[src/rtl/seq_divider_pkg.sv]
// Shared ALU types and helpers for the sequential divider.
package seq_divider_pkg;

  typedef enum logic [1:0] {
    IDLE   = 2'd0,
    DIVIDE = 2'd1,
    DONE   = 2'd2
  } div_state_t;

  localparam int unsigned BITS_DEFAULT = 4;

  // Step counter must hold the value BITS.
  function automatic int unsigned ctr_width(input int unsigned bits);
    return $clog2(bits + 1);
  endfunction

  localparam int unsigned CTR_W_DEFAULT = ctr_width(BITS_DEFAULT);

endpackage

[src/rtl/adder_substractor.sv]
// ALU adder/subtractor: select_i=0 adds, select_i=1 subtracts (two's complement).
module adder_substractor #(
  parameter int unsigned BITS = 4
) (
  input  logic [BITS-1:0] a_i,
  input  logic [BITS-1:0] b_i,
  input  logic            select_i,
  output logic [BITS-1:0] result_o,
  output logic            flag_v_o
);

  logic [BITS-1:0] b_eff;

  assign b_eff    = b_i ^ {BITS{select_i}};
  assign result_o = a_i + b_eff + BITS'(select_i);

  // Signed overflow: operands agree in sign, result does not.
  assign flag_v_o = (a_i[BITS-1] == b_eff[BITS-1]) &&
                    (result_o[BITS-1] != a_i[BITS-1]);

endmodule

[src/rtl/seq_divider.sv]
// Multi-cycle unsigned restoring divider, one quotient bit per clock.
module seq_divider
  import seq_divider_pkg::*;
#(
  parameter int unsigned BITS = BITS_DEFAULT
) (
  input  logic            clk_i,
  input  logic            rst_i,
  input  logic            start_i,
  input  logic [BITS-1:0] dividend_i,
  input  logic [BITS-1:0] divisor_i,
  output logic [BITS-1:0] quotient_o,
  output logic [BITS-1:0] remainder_o,
  output logic            busy_o,
  output logic            done_o,
  output logic            flag_dz_o
);

  localparam int unsigned CNT_W = ctr_width(BITS);
  localparam int unsigned RW    = BITS + 1;

  div_state_t       state;
  div_state_t       state_nx;
  logic [BITS-1:0]  q;
  logic [BITS-1:0]  d;
  logic [RW-1:0]    r;
  logic [CNT_W-1:0] cnt;
  logic             dz;

  logic             accept;
  logic             zero_div;
  logic             last_step;
  logic [RW-1:0]    s;
  logic [RW-1:0]    t;
  logic             flag_v;
  logic [1:0]       unused_bits;

  assign accept    = start_i && (state != DIVIDE);
  assign zero_div  = (divisor_i == '0);
  assign last_step = (cnt == CNT_W'(1));

  // Shift the next dividend bit into the partial remainder, then trial-subtract D.
  assign s = {r[BITS-1:0], q[BITS-1]};

  adder_substractor #(
    .BITS(RW)
  ) u_sub (
    .a_i      (s),
    .b_i      ({1'b0, d}),
    .select_i (1'b1),
    .result_o (t),
    .flag_v_o (flag_v)
  );

  // Overflow is meaningless for unsigned division; R's top bit is always zero once stored.
  assign unused_bits = {flag_v, r[BITS]};

  // State register
  always_ff @(posedge clk_i or posedge rst_i) begin
    if (rst_i) state <= IDLE;
    else       state <= state_nx;
  end

  // Next-state logic
  always_comb begin
    state_nx = state;
    case (state)
      DIVIDE: if (last_step) state_nx = DONE;
      default: begin
        if (accept) state_nx = zero_div ? DONE : DIVIDE;
        else        state_nx = IDLE;
      end
    endcase
  end

  // Status outputs decoded from state only
  always_comb begin
    busy_o = 1'b0;
    done_o = 1'b0;
    case (state)
      DIVIDE:  busy_o = 1'b1;
      DONE:    done_o = 1'b1;
      default: ;
    endcase
  end

  // Datapath: operand capture and one restoring step per DIVIDE cycle
  always_ff @(posedge clk_i or posedge rst_i) begin
    if (rst_i) begin
      q   <= '0;
      r   <= '0;
      d   <= '0;
      cnt <= '0;
      dz  <= 1'b0;
    end else if (state == DIVIDE) begin
      if (!t[BITS]) begin
        r <= t;
        q <= {q[BITS-2:0], 1'b1};
      end else begin
        r <= s;
        q <= {q[BITS-2:0], 1'b0};
      end
      cnt <= cnt - CNT_W'(1);
    end else if (accept) begin
      if (zero_div) begin
        q  <= '1;
        r  <= {1'b0, dividend_i};
        dz <= 1'b1;
      end else begin
        d   <= divisor_i;
        q   <= dividend_i;
        r   <= '0;
        cnt <= CNT_W'(BITS);
        dz  <= 1'b0;
      end
    end
  end

  assign quotient_o  = q;
  assign remainder_o = r[BITS-1:0];
  assign flag_dz_o   = dz;

endmodule

[config.mk]
export PLATFORM = sky130hd
export DESIGN_NAME = seq_divider
export DESIGN_NICKNAME = d
export VERILOG_FILES = /design/src/rtl/seq_divider_pkg.sv /design/src/rtl/adder_substractor.sv /design/src/rtl/seq_divider.sv
export SDC_FILE = /design/constraint.sdc
export NUM_CORES = 1
export LEC_CHECK = 0
export BUFFER_PORTS_ARGS = -buffer_cell sky130_fd_sc_hd__buf_2
export CORE_UTILIZATION = 45
export DETAILED_ROUTE_END_ITERATION = 12
export PLACE_DENSITY = 0.67
export RECOVER_POWER = 25
export SKIP_CTS_REPAIR_TIMING = 1
export SYNTH_ARGS = -nofsm -noshare
export SYNTH_HDL_FRONTEND = slang
export SYNTH_SLANG_ARGS = --single-unit
[constraint.sdc]
create_clock -name clk_i -period 3.57 [get_ports clk_i]
set_input_delay 0.5355 -clock clk_i [delete_from_list [all_inputs] [get_ports clk_i]]
set_output_delay 0.5355 -clock clk_i [all_outputs]
set_load 0.1 [all_outputs]
# Yosys cells after proc, flatten, opt, wreduce, memory -nomap -nowiden
# Index checks and enable logic that the tools add are counted.
totals:
  regBits: 18
  input_bits: 11
  output_inout_bits: 11
  word_cells: 42
classes:
  addsub: 3
  n_eq_ne: 6
  mux: 18
  bitwise_logic: 3
  n_reduce_logical: 6
op_table:
  columns: ["op", "n"]
  rows:
  - ["$mux 4", 7]
  - ["$mux 3", 3]
  - ["$mux 2", 4]
  - ["$add 5x1->5 const B", 1]
  - ["$add 5x5->5", 1]
  - ["$not 4->5", 1]
  - ["$logic_not 4->1", 1]
  - ["$mux 1", 4]
  - ["$ne 2x1->1 const B", 2]
  - ["$reduce_and 2->1", 2]
  - ["$eq 3x1->1 const B", 1]
  - ["$reduce_and 3->1", 1]
  - ["$sub 3x1->3 const B", 1]
  - ["$eq 2x1->1 const B", 1]
  - ["$eq 2x2->1 const B", 1]
  - ["$ne 2x2->1 const B", 1]
  - ["$not 1->1", 2]
  - ["$reduce_bool 2->1", 1]
  - ["$logic_and 1x1->1", 1]

# Depth between registers and ports, before layout
# Gate-level depths: netlist of run 1.
logic_depth:
  ltp_word: 5
  depth_mapped: 8
  mapped_depth_nobuf: 8

# Cells and area by module
# A second synthesis of run 1 with hierarchy kept.
hier_totals:
  hier_cells: 110
  hier_area_um2: 1149.9
modules_own_cells:
  columns: ["module", "instances", "cells_per_inst", "area_each_um2", "seq_area_each_um2"]
  rows:
  - ["seq_divider", 1, 85, 898.4, 450.4]
  - ["adder_substractor", 1, 25, 251.5, 0.0]

# Worst setup path after synthesis of run 1
# No wires, ideal clock.
synth_timing:
  kind: "reg2reg"
  start: "register q[3], in the netlist quotient_o[3]"
  end: "register r[0]"
  setup_ps: 96
  arrival_ps: 2351
  t_required_ps: 3474
  path_slack_ps: 1123
  path_stages_with_launch: 9
  path_buffers: 0
  cell_sequence: "dfrtp_1 > inv_1 > ha_1 > inv_1 > fa_1 > a211oi_2 > o21bai_1 > and3_1 > o31ai_1"
synth_between:
  elab_chain_cells: 4
synth_rtl:
  columns: ["item", "line", "source"]
  rows:
  - ["start: declaration", "seq_divider.sv:24", "logic [BITS-1:0] q;"]
  - ["start signal: assignment", "seq_divider.sv:98", "q <= {q[BITS-2:0], 1'b1};"]
  - ["start signal: assignment", "seq_divider.sv:101", "q <= {q[BITS-2:0], 1'b0};"]
  - ["start signal: assignment", "seq_divider.sv:111", "q <= dividend_i;"]
  - ["$add 5x5->5", "adder_substractor.sv:15", "assign result_o = a_i + b_eff + BITS'(select_i);"]
  - ["$add 5x1->5", "adder_substractor.sv:15", null]
  - ["$mux 4 (*)", "seq_divider.sv:96", "if (!t[BITS]) begin"]
  - ["$mux 4 (*)", "seq_divider.sv:95", "end else if (state == DIVIDE) begin"]
  - ["end signal: assignment", "seq_divider.sv:97", "r <= t;"]
  - ["end signal: assignment", "seq_divider.sv:100", "r <= s;"]
  - ["end signal: assignment", "seq_divider.sv:107", "r <= {1'b0, dividend_i};"]
  - ["end: declaration", "seq_divider.sv:26", "logic [RW-1:0] r;"]
# Every way passes the cells marked *; elsewhere a longest branch is shown, timed or not.
# A chain may end at the register's enable or synchronous reset.

# Worst setup path after layout of run 1
layout_timing:
  start: "register state[1]"
  end: "output port busy_o"
layout_between:
  elab_chain_cells: 2
layout_rtl:
  columns: ["item", "line", "source"]
  rows:
  - ["start: declaration", "seq_divider.sv:22", "div_state_t state;"]
  - ["start signal: assignment", "seq_divider.sv:61", "else state <= state_nx;"]
  - ["$eq 2x1->1", "seq_divider.sv:80", "case (state)"]
  - ["$mux 1", "seq_divider.sv:80", null]
  - ["end: declaration", "seq_divider.sv:14", "output logic busy_o,"]
# No other way between the ends.

==> results.txt, run 1 <==
status: completed
Setup crit end kind: output port
HP Class: input port to async pin
Ys Warns: 0
number of synthesized flops with an enable pin: 0
Crit Path Class: register to output port
Net Count, Synth: 137
Reg2Reg Capture Point: r[0]
Layout Skew: 0.00160 ns
mean post-synth cell area: 9.20 um^2
Die H: 51.3 um
nets: 158
first-pass GRT wire length: 4.00 mm
final wirelength: 2.31 mm
CTS H-tree depth: 1
clock root cell: clkbuf_4
vias: 938
ports placed on the boundary: 22
initial antenna violation count: 0
Seq/Total Area, Yosys: 0.411
Sink Count: 18
post-route ant nets: 0
die area: 0.00263 mm^2
TNS Setup: 0 ns
Core Box Area: 0.00225 mm^2
Reg-to-Reg Start: quotient_o[3]
hold_ws: 0.322 ns
critical-path maximum fanout: 22
layout cells sized above 1: 0.223
post-route DRC violation count: 0
Worst-Margin Slew: 0.689 ns
DR pass1 iterations: 4
vias in the first global route: 869
Hold Vio Cnt, Final: 0
clock buffer depth: 2
Post-synth ARST share: 1.00
post-synth cell types: 35
drt wl/cell: 13.8 um
final RePlAce weighted congestion: 0.872
Max-cap violations: 0
Final Slew Violations: 0
initial cell density of the core: 0.486
TritonCTS clock tree: yes
fmax: 391 MHz
PortBufs: 21
R2R depth: 8
GRT Overall Usage: 0.210
startpoint types: register
site row count: 17
total gr overflow: 0
synthesized instance count: 119
ANT cells: 0
DR iter-0 viols: 17
Cell Area, Synth: 0.00109 mm^2
Clock Latency Late Sink: 0.30 ns
Vias/cell: 5.62
Chip Width: 51.3 um
reg2reg setup slack: 1.41 ns
Final Cycle Share: 0.716
DPL Wire Length: 1.77 mm
clk slew on worst S/H paths: 0.11 ns
critical path required time: 3.03 ns
Layout fillers: 224
fin crit period: 2.56 ns
RSZ-0062 raised after global routing: no
Area Growth Syn to Fin: 14.2%
cts bufs inserted: 3
Slew headroom: 0.540
Yosys reg bits: 18
top_reg_cell synth: dfrtp_1
Setup Viol. Count Final: 0
largest net degree at the start of global routing: 23
critical path arrival: 2.02 ns
[synth_stat cells, types with 2 or more instances]
cell      count  area, um^2
dfrtp_1      18         450
nand2_1      14        52.6
o21ai_0      14        70.1
inv_1        11        41.3
ha_1          6        75.1
a21oi_1       5        25.0
nand3_1       5        25.0
nor2_1        4        15.0
o22ai_1       4        25.0
clkbuf_1      3        11.3
nand2b_1      3        18.8
nor2b_1       3        18.8
o31ai_1       3        22.5
a31oi_1       2        12.5
buf_2         2        10.0
nor3_1        2        10.0
o21bai_1      2        15.0
[registers in the layout, summed over array words and instances, names as in the netlist]
name	count
flag_dz_o	1
state	2
cnt	3
d	4
r	4
quotient_o	4
[layout make-up]
type	instances	area, um^2	area share
flip-flops and latches	18	450	0.360
clock buffers	4	36.3	0.0290
inverters	11	41.3	0.0330
well taps	28	35.0	0.0280
multi-input cells	85	582	0.465
repair buffers	21	105	0.0841
[worst max-delay path by stage]
stage,from,slack [ns],depth (start not counted),endpoint
after detailed placement,state[1],1.35,3,busy_o
final,state[1],1.01,3,busy_o
after CTS,state[1],1.00,3,busy_o
after floorplan,quotient_o[3],1.12,8,r[0]
after global routing,state[1],0.86,3,busy_o
after global placement,state[1],1.38,3,busy_o
[cells in the final DEF, fill, tap and decap left out, drive strengths merged, types with 2 or more instances in the layout]
cell,n
o21ai,14
o31ai,3
a31oi,2
nand3,5
buf,21
inv,11
o21bai,2
nor3,2
ha,6
o22ai,4
nor4,2
dfrtp,18
a21oi,5
nand2,14
clkbuf,4
nand2b,3
nor2,4
nor2b,3
[metrics by stage]
step | area (um^2) | util | cells | worst slack, ns
after floorplan | 1090 | - | 119 | 1.12
after global routing | 1250 | 0.554 | 167 | 0.864
final | 1250 | 0.554 | 167 | 1.01
after detailed placement | 1210 | 0.538 | 163 | 1.35
after global placement | 1210 | 0.538 | 163 | 1.38
after CTS | 1250 | 0.554 | 167 | 1.00
[cell families after synthesis]
logic type	count (synthesis)	share of synthesized area
compound gates	37	0.233
flops	18	0.411
buf+inv	16	0.0571
xor+xnor	2	0.0160
mux	1	0.0103
simple gates	38	0.185
fa+ha+maj	7	0.0869
[routing by layer]
layer  track usage  share of wire  up-vias
li1              -              -      466
met5             0              0        -
met3        0.0357          0.032        5
met2         0.349           0.49       16
met1         0.277           0.46      451
met4        0.0676          0.014        0
[critical path, cell delays in order (launching register included)]
cell	delay, ns
dfrtp_1	0.39
nand2b_1	0.45
inv_1	0.39
buf_2	0.49
Power of run 1 is not shown: default switching activity piles up to over one toggle a cycle in this logic, so the estimate is an artifact.
==> run 2: changes to the inputs <==
--- a/config.mk
+++ b/config.mk
@@ -8,7 +8,7 @@
 export BUFFER_PORTS_ARGS = -buffer_cell sky130_fd_sc_hd__buf_2
 export CORE_UTILIZATION = 45
 export DETAILED_ROUTE_END_ITERATION = 12
-export PLACE_DENSITY = 0.67
+export PLACE_DENSITY = 0.7
 export RECOVER_POWER = 25
 export SKIP_CTS_REPAIR_TIMING = 1
 export SYNTH_ARGS = -nofsm -noshare
==> constraint.sdc (replaced) <==
create_clock -name clk_i -period 2.3 [get_ports clk_i]
set_input_delay 0.345 -clock clk_i [delete_from_list [all_inputs] [get_ports clk_i]]
set_output_delay 0.345 -clock clk_i [all_outputs]
set_load 0.1 [all_outputs]
==> run 2 against run 1 <==
Utilization increased by 0.67 points. Hold slack got worse by 0.20 ns. Sequential share of layout area decreased by 0.13 points. Final cell count increased by 0.60%. Cell area increased by 1.2%. Critical path depth increased by 5. Flip-flop and latch count unchanged. Count of clock-buffer cells in the layout unchanged. Die area unchanged. Wire length increased by 3.5%. Register-to-register slack got worse by 1.2 ns.
==> results.txt, run 2 (synthesis results as in run 1) <==
status: completed (unchanged)
most frequent cells in the layout: buf_2, dfrtp_1, o21ai_0, nand2_1, inv_1 (unchanged)
TNS Setup: 0 ns (unchanged)
clock buffer depth: 2 (unchanged)
startpoint types: register (unchanged)
Crit. Startpoint: quotient_o[3] (was state[1])
CTS H-tree depth: 1 (unchanged)
total gr overflow: 0 (unchanged)
PortBufs: 21 (unchanged)
DR iter-0 viols: 18 (was 17)
TritonCTS clock tree: yes (unchanged)
die area: 0.00263 mm^2 (unchanged)
Layout Skew: 0.00587 ns (was 0.00160 ns)
Final Slew Violations: 0 (unchanged)
Final Cycle Share: 0.911
Area Growth Syn to Fin: 15.5% (was 14.2%)
Hold Vio Cnt, Final: 0 (unchanged)
commonest non-fill, non-tap cell in the layout: buf_2 (unchanged)
DPL Wire Length: 1.75 mm (was 1.77 mm)
critical path's most frequent cell: inv_1
Place WS: 0.162 ns (was 1.35 ns)
cts bufs inserted: 3 (unchanged)
Setup WS post-layout: 0.205 ns (was 1.01 ns)
critical-path maximum fanout: 5 (was 22)
first-pass GRT wire length: 4.14 mm (was 4.00 mm)
nets: 159 (was 158)
Register Area: 454 um^2 (was 450 um^2)
Layout fillers: 215 (was 224)
Reg-to-Reg Start: quotient_o[3] (unchanged)
Clock Latency Late Sink: 0.30 ns (about the same)
layout cells sized above 1: 0.257 (was 0.223)
max incr delay on CP: 0.42 ns (was 0.49 ns)
Chip Width: 51.3 um (unchanged)
Die H: 51.3 um (unchanged)
fin crit period: 2.09 ns
post-route ant nets: 0 (unchanged)
vias in the first global route: 919 (was 869)
RSZ-0062 raised after global routing: no (unchanged)
clk slew on worst S/H paths: 0.11 ns (about the same)
fmax: 477 MHz
DR pass1 iterations: 4 (unchanged)
final RePlAce weighted congestion: 0.856 (was 0.872)
HP Class: input port to async pin (unchanged)
ANT cells: 0 (unchanged)
initial cell density of the core: 0.486 (unchanged)
Sink Count: 18 (unchanged)
clock root cell: clkbuf_4 (unchanged)
ports placed on the boundary: 22 (unchanged)
Slew headroom: 0.538 (was 0.540)
critical path arrival: 2.31 ns (was 2.02 ns)
Max-cap violations: 0 (unchanged)
area of the multi-input gates: 596 um^2 (was 582 um^2)
Core Box Area: 0.00225 mm^2 (unchanged)
initial antenna violation count: 0 (unchanged)
site row count: 17 (unchanged)
post-route DRC violation count: 0 (unchanged)
final wirelength: 2.39 mm (was 2.31 mm)
Setup crit end kind: register (was output port)
CP max-delay cell: dfrtp_2 (was buf_2)
Crit Path Class: register to register (was register to output port)
Worst-Margin Slew: 0.692 ns (was 0.689 ns)
largest net degree at the start of global routing: 22 (was 23)
Cell Chain, Critical Path: inv_1 -> ha_1 -> inv_1 -> fa_2 -> a211oi_4 -> o21bai_2 -> and3_1 -> o31ai_1 (was nand2b_1 -> inv_1 -> buf_2)
Setup Viol. Count Final: 0 (unchanged)
drt wl/cell: 14.2 um (was 13.8 um)
GRT Overall Usage: 0.217 (was 0.210)
vias: 933 (was 938)
hold_ws: 0.124 ns (was 0.322 ns)
critical path required time: 2.52 ns (was 3.03 ns)
Vias/cell: 5.55 (was 5.62)
[run 2: changes by cell type in the layout (fill, tap and decap cells not counted), sizes merged]
cell / before / now
buf: 21 / 22
[run 2: worst max-delay path, delay by kind of cell (launching register included)]
family          cells  cell delay (ns)
fa+ha+maj           2             0.53
simple gates        1             0.21
compound gates      3             0.71
buf+inv             2             0.13
flops               1             0.42
[run 2: path summary, 6_finish.rpt]
check / end / slack (ns) / cells past startpoint
setup / recovery: r[0] / 0.21 / 8
hold / removal: cnt[0] / 0.12 / 2
setup reg to reg: r[0] / 0.21 / 8
hold reg to reg: flag_dz_o / 0.50 / 2
max in group asynchronous: r[1] / 1.70 / 2
min in group clk_i: d[3] / 0.35 / 3
[run 2: layout make-up]
cell class / count / share of cell area
clock buffer: 4 / 0.0208
multi-input combinational: 85 / 0.471
sequential: 18 / 0.359
tap: 28 / 0.0277
inverter: 11 / 0.0326
timing repair buffer: 22 / 0.0890
[run 2: metal layers]
| layer | GRT usage | vias up | share of wire |
|---|---|---|---|
| met3 | 0.0268 | 6 | 0.020 |
| met5 | 0 | - | 0 |
| met1 | 0.277 | 446 | 0.46 |
| met4 | 0.126 | 0 | 0.019 |
| li1 | - | 463 | - |
| met2 | 0.351 | 18 | 0.50 |
[run 2: stage by stage]
stage                     instance area [um^2]  utilization  cells
after floorplan                           1100            -    119
after global placement                    1220        0.543    164
after detailed placement                  1220        0.543    164
after CTS                                 1250        0.555    168
after global routing                      1260        0.561    168
final                                     1260        0.561    168
Power of run 2 is left out for the same reason.
==> run 3: changes to the inputs <==
--- a/config.mk
+++ b/config.mk
@@ -8,7 +8,7 @@
 export BUFFER_PORTS_ARGS = -buffer_cell sky130_fd_sc_hd__buf_2
 export CORE_UTILIZATION = 45
 export DETAILED_ROUTE_END_ITERATION = 12
-export PLACE_DENSITY = 0.7
+export PLACE_DENSITY = 0.67
 export RECOVER_POWER = 25
 export SKIP_CTS_REPAIR_TIMING = 1
 export SYNTH_ARGS = -nofsm -noshare
==> constraint.sdc (replaced) <==
create_clock -name clk_i -period 2.25 [get_ports clk_i]
set_input_delay 0.3375 -clock clk_i [delete_from_list [all_inputs] [get_ports clk_i]]
set_output_delay 0.3375 -clock clk_i [all_outputs]
set_load 0.1 [all_outputs]
==> run 3 against run 2 <==
Register-to-register slack worse by 0.07 ns. Critical path depth stayed put. Via count is 1.9% lower.
==> results.txt, run 3 (synthesis results as in run 1) <==
critical-path maximum fanout: 5 (unchanged)
Reg2Reg Capture Point: r[2] (was r[0])
Layout fillers: 231 (was 215)
critical path's most frequent cell: inv_1 (unchanged)
fmax: 472 MHz (was 477 MHz)
Worst-Margin Slew: 0.681 ns (was 0.692 ns)
post-route DRC violation count: 0 (unchanged)
final RePlAce weighted congestion: 0.873 (was 0.856)
first-pass GRT wire length: 3.83 mm (was 4.14 mm)
nets: 159 (unchanged)
initial antenna violation count: 0 (unchanged)
DP Area: 0.00124 mm^2 (was 0.00122 mm^2)
initial cell density of the core: 0.486 (unchanged)
Die H: 51.3 um (unchanged)
R2R depth: 8 (unchanged)
reg2reg setup slack: 0.13 ns (was 0.21 ns)
RSZ-0062 raised after global routing: yes (was no)
Final Slew Violations: 0 (unchanged)
clock root cell: clkbuf_4 (unchanged)
cts bufs inserted: 3 (unchanged)
Vias/cell: 5.45 (was 5.55)
Max-cap violations: 0 (unchanged)
layout cells sized above 1: 0.257 (unchanged)
drt wl/cell: 13.8 um (was 14.2 um)
die area: 0.00263 mm^2 (unchanged)
Chip Width: 51.3 um (unchanged)
Hold Vio Cnt, Final: 0 (unchanged)
site row count: 17 (unchanged)
finished layout cell area: 0.00129 mm^2 (was 0.00126 mm^2)
GRT Overall Usage: 0.198 (was 0.217)
critical path arrival: 2.32 ns (was 2.31 ns)
Layout Skew: 0.00367 ns (was 0.00587 ns)
critical path required time: 2.45 ns (was 2.52 ns)
Final Cycle Share: 0.941 (was 0.911)
Crit path max-delay family: compound AO/OA/AOI/OAI gates (unchanged)
Setup Viol. Count Final: 0 (unchanged)
status: completed (unchanged)
DR pass1 iterations: 5 (was 4)
total gr overflow: 0 (unchanged)
fin crit period: 2.12 ns (was 2.09 ns)
Crit Path Class: register to register (unchanged)
final wirelength: 2.32 mm (was 2.39 mm)
buffers and inverters on the worst path: 2 (unchanged)
largest net degree at the start of global routing: 22 (unchanged)
most frequent cells in the layout: buf_2, dfrtp_1, o21ai_0, nand2_1, inv_1 (unchanged)
Reg-to-Reg Start: quotient_o[3] (unchanged)
max incr delay on CP: 0.49 ns (was 0.42 ns)
Slew headroom: 0.545 (was 0.538)
Area Growth Syn to Fin: 17.7% (was 15.5%)
ANT cells: 0 (unchanged)
CP max-delay cell: dfrtp_4 (was dfrtp_2)
DPL Wire Length: 1.74 mm (was 1.75 mm)
CTS H-tree depth: 1 (unchanged)
Setup crit end kind: register (unchanged)
startpoint types: register (unchanged)
Sink Count: 18 (unchanged)
vias: 915 (was 933)
Cell Chain, Critical Path: inv_1 -> ha_1 -> inv_1 -> fa_2 -> a211oi_4 -> or2_2 -> a21oi_1 -> o31ai_1 (was inv_1 -> ha_1 -> inv_1 -> fa_2 -> a211oi_4 -> o21bai_2 -> and3_1 -> o31ai_1)
vias in the first global route: 857 (was 919)
TritonCTS clock tree: yes (unchanged)
Core Box Area: 0.00225 mm^2 (unchanged)
clk slew on worst S/H paths: 0.11 ns (about the same)
post-route ant nets: 0 (unchanged)
ports placed on the boundary: 22 (unchanged)
commonest non-fill, non-tap cell in the layout: buf_2 (unchanged)
HP Class: input port to async pin (unchanged)
Clock Latency Late Sink: 0.29 ns (was 0.30 ns)
PortBufs: 21 (unchanged)
clock buffer depth: 2 (unchanged)
DR iter-0 viols: 19 (was 18)
Core Util, Final: 0.572 (was 0.561)
## run 3: routing by layer
layer / wire length [um] / track usage / vias up
li1: - / - / 462
met1: 1110 / 0.255 / 435
met4: 16 / 0.0631 / 0
met2: 1130 / 0.336 / 16
met5: 0 / 0 / -
met3: 65 / 0.0357 / 2
## run 3: area by class of cell
cell class	instances	area, um^2	share of cell area
multi-input combinational	85	602	0.467
sequential	18	457	0.354
timing repair buffer	22	128	0.0990
inverter	11	41.3	0.0320
tap	28	35.0	0.0272
clock buffer	4	26.3	0.0204
## run 3: metrics by stage
step                setup TNS, ns  std cells  hold slack, ns  worst slack (ns)
floorplan                       0        119           0.276           0.00576
global placement                0        164           0.461             0.135
detailed placement              0        164           0.476            0.0508
CTS                             0        168           0.151            0.0341
global route              -0.0572        168           0.190           -0.0271
finish                          0        168           0.126             0.134
## run 3: worst max path at each step
stage	from	to	cells after the start
global placement	quotient_o[3]	r[0]	8
detailed placement	quotient_o[3]	r[0]	8
floorplan	quotient_o[3]	r[0]	8
global route	quotient_o[3]	r[2]	8
CTS	quotient_o[3]	r[0]	8
finish	quotient_o[3]	r[2]	8
Power of run 3 is left out for the same reason.
